--- config.mk ---
export PLATFORM = sky130hd
export DESIGN_NAME = bin2bcd_ctrl
export DESIGN_NICKNAME = d
export VERILOG_FILES = /design/src/rtl/bin2bcd_pkg.sv /design/src/rtl/add3.sv /design/src/rtl/bin2bcd_ctrl.sv
export SDC_FILE = /design/constraint.sdc
export NUM_CORES = 1
export LEC_CHECK = 0
export ABC_AREA = 1
export CAP_MARGIN = 20
export CELL_PAD_IN_SITES_DETAIL_PLACEMENT = 1
export CELL_PAD_IN_SITES_GLOBAL_PLACEMENT = 1
export CORE_MARGIN = 2
export CORE_UTILIZATION = 33
export DETAILED_ROUTE_END_ITERATION = 10
export GPL_TIMING_DRIVEN = 0
export PLACE_DENSITY = 0.95
export SKIP_LAST_GASP = 1
export SYNTH_ARGS = -nofsm -noshare
export SYNTH_HDL_FRONTEND = slang
export SYNTH_SLANG_ARGS = --single-unit
--- constraint.sdc ---
create_clock -name clk -period 3.2 [get_ports clk]
set_input_delay 0.64 -clock clk [delete_from_list [all_inputs] [get_ports clk]]
set_output_delay 0.64 -clock clk [all_outputs]
set_load 0.05 [all_outputs]
--- src/rtl/bin2bcd_pkg.sv ---
// Shared types and constants for the binary-to-BCD converter control path.
package bin2bcd_pkg;

    localparam int DEF_WIDTH  = 16;
    localparam int DEF_DIGITS = 5;

    localparam logic [3:0] CORR_THRESH = 4'd5;

    typedef enum logic [2:0] {
        IDLE,
        LOAD,
        CHECK,
        SHIFT,
        DONE
    } state_e;

endpackage

--- src/rtl/add3.sv ---
// Per-digit double-dabble correction: digits at or above the threshold get +3 (mod 16).
module add3
    import bin2bcd_pkg::*;
(
    input  logic [3:0] digit_i,
    output logic [3:0] corr_o,
    output logic       need_o
);

    assign need_o = (digit_i >= CORR_THRESH);
    // Illegal digits 10..15 simply wrap; the carry out is intentionally dropped.
    assign corr_o = need_o ? (digit_i + 4'd3) : digit_i;

endmodule

--- src/rtl/bin2bcd_ctrl.sv ---
// Sequencer for the shift-add-3 BCD converter: drives load/shift/correct controls
// of the downstream negedge shift register and captures the final digit field.
module bin2bcd_ctrl
    import bin2bcd_pkg::*;
#(
    parameter int WIDTH  = DEF_WIDTH,
    parameter int DIGITS = DEF_DIGITS
) (
    input  logic                  clk,
    input  logic                  rst_n,
    input  logic                  start,
    input  logic [4*DIGITS-1:0]   digits_in,
    output logic                  rst_ld,
    output logic                  shift,
    output logic [DIGITS-1:0]     lda2,
    output logic [4*DIGITS-1:0]   corr_out,
    output logic                  busy,
    output logic                  done,
    output logic [4*DIGITS-1:0]   bcd_out
);

    localparam int              CNT_W = $clog2(WIDTH);
    localparam logic [CNT_W-1:0] LAST = CNT_W'(WIDTH - 1);

    state_e              state_q, state_d;
    logic [CNT_W-1:0]    cnt_q, cnt_d;
    logic [4*DIGITS-1:0] bcd_q, bcd_d;
    logic [DIGITS-1:0]   need;

    for (genvar i = 0; i < DIGITS; i++) begin : g_digit
        add3 u_add3 (
            .digit_i (digits_in[4*i +: 4]),
            .corr_o  (corr_out[4*i +: 4]),
            .need_o  (need[i])
        );
    end

    // NOTE: state uses non-blocking assignments so every register samples the
    // pre-edge values; reset is asynchronous and clears the result register too.
    always_ff @(posedge clk or negedge rst_n) begin
        if (!rst_n) begin
            state_q <= IDLE;
            cnt_q   <= '0;
            bcd_q   <= '0;
        end else begin
            state_q <= state_d;
            cnt_q   <= cnt_d;
            bcd_q   <= bcd_d;
        end
    end

    // NOTE: every signal written here gets a default first, so no path can infer a latch.
    always_comb begin
        state_d = state_q;
        cnt_d   = cnt_q;
        bcd_d   = bcd_q;
        rst_ld  = 1'b0;
        shift   = 1'b0;
        lda2    = '0;
        busy    = 1'b1;
        done    = 1'b0;
        unique case (state_q)
            IDLE: begin
                busy = 1'b0;
                if (start) state_d = LOAD;
            end
            LOAD: begin
                rst_ld  = 1'b1;
                cnt_d   = '0;
                state_d = CHECK;
            end
            CHECK: begin
                lda2    = need;
                state_d = SHIFT;
            end
            SHIFT: begin
                shift = 1'b1;
                // The last shift exits without incrementing, so the counter never wraps.
                if (cnt_q == LAST) begin
                    state_d = DONE;
                end else begin
                    cnt_d   = cnt_q + 1'b1;
                    state_d = CHECK;
                end
            end
            DONE: begin
                done    = 1'b1;
                bcd_d   = digits_in;
                state_d = IDLE;
            end
            default: begin
                busy    = 1'b0;
                state_d = IDLE;
            end
        endcase
    end

    assign bcd_out = bcd_q;

endmodule

==> impl_metrics.ini <==
[worst_setup_path]
start_kind = primary input
worst-path-max-fanout = 5
worstPathArrival_ns = 2.45
critical_path_class = in2out
required_ns = 2.56
worstSetupEndpointType = primary output

[clock_tree]
worstSkewPairLatency_ns = 0.27
cts_buffers = 3
cts.sinks = 27
post-cts-setup-buffers = 0
hold_buffers = 0
cts_tree = built
cts_htree_levels = 1
path_clk_slew_ns = 0.09
cts-root-buf = clkbuf_8
cts_max_path_buffers = 2

[outcome]
status = finished clean

[pwr]
leakagePower_uw = 0.00126
power.density_nw_per_um2 = 506
irDropWorstVdd_mv = 0.301
finalPower_uw = 1280

[placement]
gp_congestion = 0.816
io_buffers = 71
place_area_um2 = 2560
dpl.hpwl_um = 4150
dpl_worst_slack_ns = -0.358

[floorplan]
dieArea_um2 = 5890
die_h_um = 76.7
die_width_um = 76.7
initial_utilization = 0.342
core-area_um2 = 5110
std_cell_rows = 26
num_io_pins = 72

[yosys]
ys_ff_latch = 27
netlist-cell-type-count = 23
yosys_most_used_dff = dfrtp_1
yosysWarnings = 0
synthesis.area_um2 = 1750
syn_area_per_cell_um2 = 8.27
synthArstFlopShare = 1.00
syn_nets = 245
syn_inst = 211
ys_seq_area_frac = 0.387
synth_edf_count = 0

[layout]
fin_area_um2 = 2520
area_growth_pct = 44.7
num-nets-final = 322
diodes = 0
drive_above_1_share = 0.202

[sta]
worst_clock_skew_ns = 0.00277
rsz0062_at_grt = false
finalHoldViolations = 0
slew_viol_final = 0
fmax_mhz = 323
tightestPinTransition_ns = 0.747
max-slew-margin-rel = 0.501
tns_ns = 0
fin_crit_ns = 3.09
finalSetupViolations = 0
fin_crit_sh = 0.966
setup_slack_ns = 0.108

[global_routing]
grt_pass1_wl_um = 8520
antenna_found_initial = 0
grtUsageMet2 = 0.359
grt_pass1_vias = 1870
use_met3 = 0.0529
grt_start_max_net_pins = 17
grt-ovfl-total = 0
gr-max-usage-layer = met2
use_met1 = 0.177
grt_use_total = 0.177

[drt]
first_pass_iters = 3
vias = 1681
ant_nets = 0
drc = 0
wire_per_inst_um = 14.0
totalWireLength_um = 4980
avgViaCountPerCell = 4.71
drt-initial-drc-count = 25

[min_path]
min_path_type = reg2reg

[flow_run]
cap_violations = 0
[state kept, by name (all words and copies together), names as in the netlist]
| signal | cells |
|---|---|
| state_q | 3 |
| cnt_q | 4 |
| bcd_out | 20 |
[stage by stage]
step / utilization / std cells / hold WS (ns)
6_report: 0.494 / 357 / 0.491
5_1_grt: 0.494 / 357 / 0.531
4_1_cts: 0.505 / 357 / 0.501
3_5_place_dp: 0.501 / 353 / 0.477
3_3_place_gp: 0.498 / 352 / 0.465
2_1_floorplan: - / 211 / 0.344
[placed cells by master (no fill, tap or decap)]
cell type	synthesis	layout
o211ai_1	4	4
clkbuf_8	0	3
clkdlybuf4s50_1	0	46
nand2_1	51	51
nor2_4	1	1
nand3_1	4	4
dfrtp_1	27	27
nor2_1	22	22
buf_6	4	4
clkinvlp_4	0	1
o21a_1	1	1
nand4_1	1	1
xor2_1	5	5
inv_2	1	1
a21oi_1	5	5
ha_1	11	11
o21ai_1	2	2
nor2_2	5	5
nand3_2	2	2
o21ai_2	22	22
nand2_4	2	2
clkdlybuf4s15_1	0	1
dlygate4sd2_1	0	10
inv_1	25	25
o21bai_4	1	1
o21ai_0	13	13
buf_2	0	1
or2_2	1	1
clkbuf_2	0	13
buf_8	0	1
nor3_1	1	1
[synth_stat cells (2+ instances only)]
cell type	instances	area, um2
nand2_1	51	191
dfrtp_1	27	676
inv_1	25	93.8
nor2_1	22	82.6
o21ai_2	22	193
o21ai_0	13	65.1
ha_1	11	138
a21oi_1	5	25.0
nor2_2	5	31.3
xor2_1	5	43.8
buf_6	4	45.0
nand3_1	4	20.0
o211ai_1	4	30.0
nand2_4	2	22.5
nand3_2	2	20.0
o21ai_1	2	10.0
[metal layers]
metal,wire length (um),share of wire,vias to the layer above
li1,-,-,827
met1,1850,0.37,812
met2,2840,0.57,38
met3,267,0.054,4
met4,33,0.0066,0
met5,0,0,-
[critical path: stages]
cell and delay (ns):
clkdlybuf4s50_1 0.54, inv_1 0.11, ha_1 0.23, nor2_1 0.17, nor2_2 0.10, a21oi_1 0.12, dlygate4sd2_1 0.54
[cells by family after synthesis]
logic type | count (synthesis) | share of synthesized area
flops | 27 | 0.387
fa+ha+maj | 11 | 0.0789
compound gates | 48 | 0.200
buf+inv | 30 | 0.0817
xor+xnor | 5 | 0.0251
simple gates | 90 | 0.227
[final timing paths]
check                              startpoint  cells past startpoint            to  slack, ns
worst max register to register       cnt_q[0]                      5      cnt_q[0]       1.96
worst min register to register    bcd_out[11]                      2   bcd_out[11]       0.49
worst min-delay path              bcd_out[11]                      2   bcd_out[11]       0.49
min in group asynchronous               rst_n                      1   bcd_out[11]       0.80
max in group asynchronous               rst_n                      2   bcd_out[15]       1.84
worst max-delay path            digits_in[16]                      7  corr_out[19]       0.11
[cell type report]
type	count	area (um2)
buffer	4	45.0
clock buffer	3	41.3
clock inverter	1	7.51
fill	636	2580
inverter	26	97.6
multi-input combinational	154	927
sequential	27	676
tap	70	87.6
timing repair buffer	72	643
[report_power, final]
part | switching (uW) | total, uW | internal, uW | leakage, uW
Clock | 109 | 197 | 88.3 | 0.0000217
Combinational | 467 | 660 | 193 | 0.000972
Sequential | 48.0 | 420 | 372 | 0.000265
Total | 624 | 1280 | 653 | 0.00126
[repair_timing]
action	4_1_cts	5_1_grt
endpoints found under the setup margin	25	15
pin swaps	0	0
cloned	0	0
resized for setup	27	34
Note: power is estimated with default switching activity, not from simulation.
